[config.mk]
export PLATFORM = sky130hd
export DESIGN_NAME = lsu_ctrl
export DESIGN_NICKNAME = d
export VERILOG_FILES = /design/src/rtl/lsu_ctrl.sv
export SDC_FILE = /design/constraint.sdc
export NUM_CORES = 1
export LEC_CHECK = 0
export CORE_MARGIN = 4
export CORE_UTILIZATION = 42
export CTS_BUF_LIST = sky130_fd_sc_hd__clkbuf_16
export DETAILED_ROUTE_END_ITERATION = 6
export MAX_ROUTING_LAYER = met4
export PLACE_DENSITY = 0.83
export SYNTH_ARGS = -nofsm -noshare
export SYNTH_HDL_FRONTEND = slang
export SYNTH_SLANG_ARGS = --single-unit
[constraint.sdc]
create_clock -name clk_i -period 2.25 [get_ports clk_i]
set_clock_uncertainty 0.05 [all_clocks]
set_input_delay 0.225 -clock clk_i [delete_from_list [all_inputs] [get_ports clk_i]]
set_output_delay 0.225 -clock clk_i [all_outputs]
set_load 0.01 [all_outputs]
[src/rtl/lsu_ctrl.sv]
// Load/store sequencer: accepts one decoded memory op, issues one aligned bus
// transaction with valid/ready handshakes and returns extended load data or a store ack.
module lsu_ctrl #(
    parameter int XLEN    = 64,
    parameter int TIMEOUT = 255,
    parameter int CNT_W   = 8
) (
    input  logic            clk_i,
    input  logic            rst_n_i,
    input  logic            req_valid_i,
    output logic            req_ready_o,
    input  logic            ren_i,
    input  logic            wen_i,
    input  logic [7:0]      mask_i,
    input  logic            is_signed_i,
    input  logic [XLEN-1:0] addr_i,
    input  logic [XLEN-1:0] wdata_i,
    output logic            mem_req_valid_o,
    input  logic            mem_req_ready_i,
    output logic            mem_we_o,
    output logic [XLEN-1:0] mem_addr_o,
    output logic [XLEN-1:0] mem_wdata_o,
    output logic [7:0]      mem_wstrb_o,
    input  logic            mem_resp_valid_i,
    output logic            mem_resp_ready_o,
    input  logic [XLEN-1:0] mem_rdata_i,
    output logic            done_valid_o,
    input  logic            done_ready_i,
    output logic [XLEN-1:0] rdata_o,
    output logic            err_o
);

    localparam int OFF_W = $clog2(XLEN / 8);
    localparam logic [CNT_W-1:0] CNT_LAST = CNT_W'(TIMEOUT - 1);
    localparam logic [CNT_W-1:0] CNT_ONE  = CNT_W'(1);

    typedef enum logic [1:0] {
        IDLE = 2'd0,
        REQ  = 2'd1,
        RESP = 2'd2,
        DONE = 2'd3
    } state_t;

    state_t            state_q, state_d;
    logic              we_q, we_d;
    logic              signed_q, signed_d;
    logic [7:0]        mask_q, mask_d;
    logic [XLEN-1:0]   addr_q, addr_d;
    logic [XLEN-1:0]   wdata_q, wdata_d;
    logic [CNT_W-1:0]  cnt_q, cnt_d;
    logic [XLEN-1:0]   rdata_q, rdata_d;
    logic              err_q, err_d;
    logic              bad_op_s;
    logic [XLEN-1:0]   shifted_s;

    // Truncate a right-justified load value to the access size and extend it.
    function automatic logic [XLEN-1:0] extend_load(input logic [XLEN-1:0] v,
                                                    input logic [7:0] m,
                                                    input logic s);
        case (m)
            8'h01:   return {{(XLEN-8){s & v[7]}}, v[7:0]};
            8'h03:   return {{(XLEN-16){s & v[15]}}, v[15:0]};
            8'h0F:   return {{(XLEN-32){s & v[31]}}, v[31:0]};
            8'hFF:   return v;
            default: return '0;
        endcase
    endfunction

    // Illegal or misaligned ops are answered locally without touching the bus.
    always_comb begin
        case (mask_i)
            8'h01:   bad_op_s = ren_i & wen_i;
            8'h03:   bad_op_s = (ren_i & wen_i) | addr_i[0];
            8'h0F:   bad_op_s = (ren_i & wen_i) | (addr_i[1:0] != 2'b00);
            8'hFF:   bad_op_s = (ren_i & wen_i) | (addr_i[2:0] != 3'b000);
            default: bad_op_s = 1'b1;
        endcase
    end

    assign shifted_s = mem_rdata_i >> {addr_q[OFF_W-1:0], 3'b000};

    // Next-state and datapath capture for the four-state sequencer.
    always_comb begin
        state_d  = state_q;
        we_d     = we_q;
        signed_d = signed_q;
        mask_d   = mask_q;
        addr_d   = addr_q;
        wdata_d  = wdata_q;
        cnt_d    = cnt_q;
        rdata_d  = rdata_q;
        err_d    = err_q;
        case (state_q)
            IDLE: begin
                if (req_valid_i && (ren_i || wen_i)) begin
                    we_d     = wen_i;
                    signed_d = is_signed_i;
                    mask_d   = mask_i;
                    addr_d   = addr_i;
                    wdata_d  = wdata_i;
                    rdata_d  = '0;
                    if (bad_op_s) begin
                        state_d = DONE;
                        err_d   = 1'b1;
                    end else begin
                        state_d = REQ;
                        err_d   = 1'b0;
                    end
                end else begin
                    state_d = IDLE;
                end
            end
            REQ: begin
                if (mem_req_ready_i) begin
                    state_d = RESP;
                    cnt_d   = '0;
                end else begin
                    state_d = REQ;
                end
            end
            RESP: begin
                cnt_d = cnt_q + CNT_ONE;
                // A response in the final allowed cycle takes priority over the abort.
                if (mem_resp_valid_i) begin
                    state_d = DONE;
                    err_d   = 1'b0;
                    rdata_d = we_q ? '0 : extend_load(shifted_s, mask_q, signed_q);
                end else if (cnt_q == CNT_LAST) begin
                    state_d = DONE;
                    err_d   = 1'b1;
                    rdata_d = '0;
                end else begin
                    state_d = RESP;
                end
            end
            DONE: begin
                if (done_ready_i) begin
                    state_d = IDLE;
                    err_d   = 1'b0;
                    rdata_d = '0;
                end else begin
                    state_d = DONE;
                end
            end
            default: state_d = IDLE;
        endcase
    end

    // State and latched request registers.
    always_ff @(posedge clk_i or negedge rst_n_i) begin
        if (!rst_n_i) begin
            state_q  <= IDLE;
            we_q     <= 1'b0;
            signed_q <= 1'b0;
            mask_q   <= 8'h00;
            addr_q   <= '0;
            wdata_q  <= '0;
            cnt_q    <= '0;
            rdata_q  <= '0;
            err_q    <= 1'b0;
        end else begin
            state_q  <= state_d;
            we_q     <= we_d;
            signed_q <= signed_d;
            mask_q   <= mask_d;
            addr_q   <= addr_d;
            wdata_q  <= wdata_d;
            cnt_q    <= cnt_d;
            rdata_q  <= rdata_d;
            err_q    <= err_d;
        end
    end

    assign req_ready_o      = (state_q == IDLE);
    assign mem_req_valid_o  = (state_q == REQ);
    assign mem_we_o         = (state_q == REQ) & we_q;
    assign mem_addr_o       = (state_q == REQ) ? {addr_q[XLEN-1:OFF_W], {OFF_W{1'b0}}} : '0;
    assign mem_wdata_o      = mem_we_o ? (wdata_q << {addr_q[OFF_W-1:0], 3'b000}) : '0;
    assign mem_wstrb_o      = mem_we_o ? (mask_q << addr_q[OFF_W-1:0]) : 8'h00;
    assign mem_resp_ready_o = (state_q == RESP);
    assign done_valid_o     = (state_q == DONE);
    assign rdata_o          = rdata_q;
    assign err_o            = err_q;

endmodule
After elaboration in Yosys (flattened, before gate mapping)
Index checks and enable logic that the tools add are counted.
{ "classes": {"n_addsub": 1, "n_eq_ne": 16, "n_shift": 3, "mux": 26, "n_bitwise": 8, "n_reduce_logical": 10} }
{ "op_table": {"columns": ["operator", "count"], "rows": [
  ["$mux W64", 7],
  ["$pmux W64 S4", 1],
  ["$pmux W64 S3", 1],
  ["$shl A64 B6 Y64", 1],
  ["$shr A64 B6 Y64", 1],
  ["$eq A8 B8 Y1 const B", 3],
  ["$eq A8 B1 Y1 const B", 2],
  ["$eq A8 B2 Y1 const B", 2],
  ["$eq A8 B4 Y1 const B", 2],
  ["$mux W8", 2],
  ["$pmux W8 S2", 1],
  ["$add A8 B1 Y8 const B", 1],
  ["$mux W2", 4],
  ["$pmux W2 S4", 1],
  ["$shl A8 B3 Y8", 1],
  ["$mux W1", 7],
  ["$ne A2 B1 Y1 const B", 3],
  ["$reduce_bool A3 Y1", 2],
  ["$and A1 B1 Y1", 5],
  ["$eq A2 B2 Y1 const B", 2],
  ["$pmux W1 S4", 1],
  ["$reduce_and A2 Y1", 2],
  ["$reduce_and A4 Y1", 1],
  ["$reduce_bool A2 Y1", 2],
  ["other kinds (7)", 9]
]} }
{ "word_totals": {"regBits": 213, "inputBits": 209, "word_cells": 73} }

Logic depth before layout (Yosys ltp)
{ "logic_depth": {"word_depth": 6, "depth_mapped": 9} }

Least setup slack after synthesis
Ideal clock, no wire load.
{ "synth_timing": {"path_type": "register to output", "from": "register addr_q[1]", "to": "output mem_wdata_o[56]", "t_arrival_ns": 1.908, "setup_slack_ns": 0.067, "path_stages_with_launch": 9, "path_cell_list": "dfrtp_1 > buf_4 > buf_6 > buf_2 > buf_2 > clkbuf_1 > mux4_2 > mux2i_1 > nor2_1"} }
{ "synth_via": {"elab_chain_len": 2} }
{ "synth_lines": {"columns": ["element", "line_no", "rtl"], "rows": [
  ["from (decl)", "48", "logic [XLEN-1:0] addr_q, addr_d;"],
  ["from (signal assigned)", "166", "addr_q <= addr_d;"],
  ["$shl A64 B6 Y64", "178", "assign mem_wdata_o = mem_we_o ? (wdata_q << {addr_q[OFF_W-1:0], 3'b000}) : '0;"],
  ["$mux W64", "178", null],
  ["to (decl)", "22", "output logic [XLEN-1:0] mem_wdata_o,"]
]} }
Every way passes these cells.

Final worst setup path
{ "layout_timing": {"from": "register addr_q[0]", "to": "output mem_wdata_o[54]"} }
Same word-level chain as after synthesis.

==> summary.txt <==
Run status
  • Status: finished with violations
  • Violated checks: negative setup slack

Layout
  • Util after Layout: 68.7%
  • Most frequent cells in the layout: clkdlybuf4s50_1 (273), dfrtp_1 (210), mux2_2 (173), buf_4 (96), nand2_1 (74)
  • Nets@finish: 1893
  • Design Area, Final: 19800 µm²
  • Share of layout cells above drive strength 1: 38.9%
  • Commonest non-fill, non-tap cell in the layout: clkdlybuf4s50_1
  • Finished Layout Cells: 2089
  • Area Overhead vs Synth: 60.7%

Run
  • Max-Cap Viols: 0

Global route
  • Gr ovfl total: 0
  • First-pass GRT wire length: 72900 µm
  • Initial antenna violation count: 4
  • Met3 usage in global routing: 6.32%
  • Via count of the first global-routing pass: 12548
  • Pin count of the biggest net entering global routing: 58
  • Busiest layer in global routing: met2
  • GR Util All Layers: 30.2%
  • Met2 Track Usage GR: 52.1%
  • Met1 usage: 35.3%

Die
  • Initial Util: 42.8%
  • Die height: 179 µm
  • Core box area: 28900 µm²
  • Die Footprint: 32200 µm²
  • IO Pins: 415
  • FP Rows: 62
  • Die width: 179 µm

Detailed routing
  • 1st-iter DRT viols: 1089
  • DR vias: 11997
  • Total routed wirelength: 50200 µm
  • First-pass DRT Iterations: 5
  • Post-route ant nets: 0
  • Per-cell routed wire length: 24.0 µm
  • Drt via density: 5.74
  • Drt drc: 0

Clock network
  • Clk root buf: clkbuf_16
  • CTS tree: built
  • Clock Tree Buf Depth: 3
  • Worst-path clk slew: 70 ps
  • Num CTS Buffers: 25
  • Worst-skew pair later-pin latency: 550 ps
  • Clock Sink Count: 213
  • H-tree depth: 1

Logic synthesis
  • Syn Std Cell Area: 12300 µm²
  • Seq/Total Area, Yosys: 43.2%
  • Yosys cell types: 51
  • Cells after Synth: 1165
  • Seq cells post-synth: 213
  • Synth top area cells: dfrtp_1 (43%), mux2_2 (16%), mux2i_1 (7.8%)
  • Yosys top cell area share: 43.2%
  • Mean post-synth cell area: 10.6 µm²
  • Predominant post-synthesis flop cell: dfrtp_1
  • Ys Warns: 0
  • Ys async rst share: 100%
  • Largest area contributor in the netlist: dfrtp_1
  • Post-synth EDFFs: 0

Worst setup path
  • Worst Path Arrival: 2300 ps
  • WP buf/inv: 4
  • Instance count on the critical path: 9
  • Worst endpoint required time: 1980 ps
  • R2r worst-path depth: 9
  • Critical Path End Type: output pin
  • Reg2Reg Setup Slack: -210 ps
  • Critical Path Start Type: flop
  • Crit path cell chain: buf_6, buf_6, nor2b_4, buf_6, nand2_1, o21ai_2, a21oi_1, nor2_1, buf_2
  • Reg2reg end: rdata_o[48]
  • Worst path slowest cell: dfrtp_4
  • Worst-path fanout max: 7
  • Max stage delay on crit path: 550 ps
  • CP Class: reg2out
  • RR Startpoint: addr_q[1]
  • CP startpoint: addr_q[0]
  • Termination of the worst setup path: mem_wdata_o[54]
  • CP delay by family, top: buffers and inverters
  • Critical Path Most Common Cell: buf_6

Place
  • Post-Place Cell Area: 17600 µm²
  • RD Place Congestion: 0.941
  • Hpwl dp: 34400 µm
  • PortBufs: 411
  • Cells after DPL: 1972

Timing
  • Final Slew Violations: 0
  • RSZ-0062 raised after global routing: yes
  • Min setup slack post-route: -324 ps
  • Setup_tns: -20240 ps
  • Fmax: 389 MHz
  • Final cycle utilization of the critical path: 114%
  • Fin. Hold Viols: 0
  • Worst-Margin Slew: 1250 ps
  • Post-layout min period: 2570 ps
  • Final setup vio count: 130
  • Slew margin rel.: 16.5%

Pwr
  • Int Power: 15500 µW
  • Pwr Total: 25500 µW
  • VDD IR-drop max: 0.944 mV
  • Pleak: 0.00884 µW
  • P_sw: 10000 µW
  • Cell Pwr Density: 1290 nW/µm²
  • Sw Share: 39.2%
  • Combinational share of power: 57.0%
  • Clock share of power: 17.0%
  • Sequential power share: 26.0%

Min path
  • HP Class: in2async
-- worst reg2reg max path, cell delays in order (launching register included) --
cell     delay [ps]
dfrtp_4         500
buf_8           160
buf_8           140
mux2i_1         130
mux4_2          500
nor2b_4         160
o31ai_4         320
buf_4           200
buf_16          140
a221o_1         120
-- layout make-up --
class                           instances  area, µm²
Antenna cell                            4       10.0
Clock buffer                           25        626
Clock inverter                         21        234
Fill cell                            2083       9020
Inverter                                7       26.3
Multi-Input combinational cell        850       7300
Sequential cell                       213       5340
Tap cell                              384        480
Timing Repair Buffer                  585       5820
-- power groups by stage --
stage / clock network (µW) / registers, µW / logic [µW]
6_report: 4330 / 6630 / 14500
5_1_grt: 4550 / 6740 / 15300
4_1_cts: 4400 / 6500 / 13300
3_5_place_dp: 0 / 6540 / 11200
3_3_place_gp: 0 / 6470 / 11000
2_1_floorplan: 0 / 5910 / 7020
-- metal layers --
| layer | part of all wire, % | wire length [µm] |
|---|---|---|
| met5 | 0 | 0 |
| met4 | 3.9 | 1940 |
| met3 | 9.0 | 4500 |
| met2 | 50 | 25300 |
| met1 | 37 | 18400 |
-- cell families after synthesis --
kind of cell / share of synthesized area, %
multiplexers: 26.7
other: 0.0304
XOR/XNOR: 0.284
adder cells (fa/ha/maj): 0.203
AND/OR/NAND/NOR: 13.9
AO/OA/AOI/OAI: 12.0
buffers and inverters: 3.68
flip-flops: 43.2
-- synthesized netlist by cell type (3+ instances only) --
master,count
nor2_1,80
o22a_1,9
dfrtp_1,213
buf_1,7
o31ai_1,9
a22oi_1,17
nor2b_1,35
nand3_1,5
a221o_1,32
and2_1,79
buf_4,4
nor3_1,8
mux4_2,16
nand2b_1,17
buf_2,24
inv_1,6
nand2_1,81
xor2_1,4
nand4_1,6
mux2i_1,96
mux2_2,175
o211ai_1,5
and4_1,3
a211oi_1,31
or3_1,5
clkbuf_1,61
a21oi_1,56
o21ai_0,52
-- sequential cells by signal (all words and copies together), names as in the netlist --
register	flops
addr_q	64
rdata_o	64
wdata_q	64
cnt_q	8
mask_q	8
state_q	2
err_o	1
signed_q	1
we_q	1
-- through the flow --
stage | hold WS [ps] | worst slack (ps)
3_3_place_gp | 146 | -99.5
4_1_cts | 196 | -281
2_1_floorplan | -121 | 66.8
3_5_place_dp | 157 | -153
5_1_grt | 216 | -423
6_report | 176 | -324
-- timing repair --
action,4_1_cts,5_1_grt
cloned,16,3
resized for setup,562,181
hold endpoints to repair,64,0
setup buffers,39,12
hold buffers,1,0
pin swaps,39,40
setup endpoints to repair,188,178
-- how the worst min path moves through the flow --
stage / start / to / cells after the start
5_1_grt: rst_n_i / addr_q[3] / 2
4_1_cts: rst_n_i / rdata_o[16] / 2
3_5_place_dp: rst_n_i / addr_q[9] / 1
2_1_floorplan: rst_n_i / addr_q[0] / 0
6_report: rst_n_i / addr_q[10] / 2
3_3_place_gp: rst_n_i / addr_q[9] / 1
(Power assumes the default switching activity.)
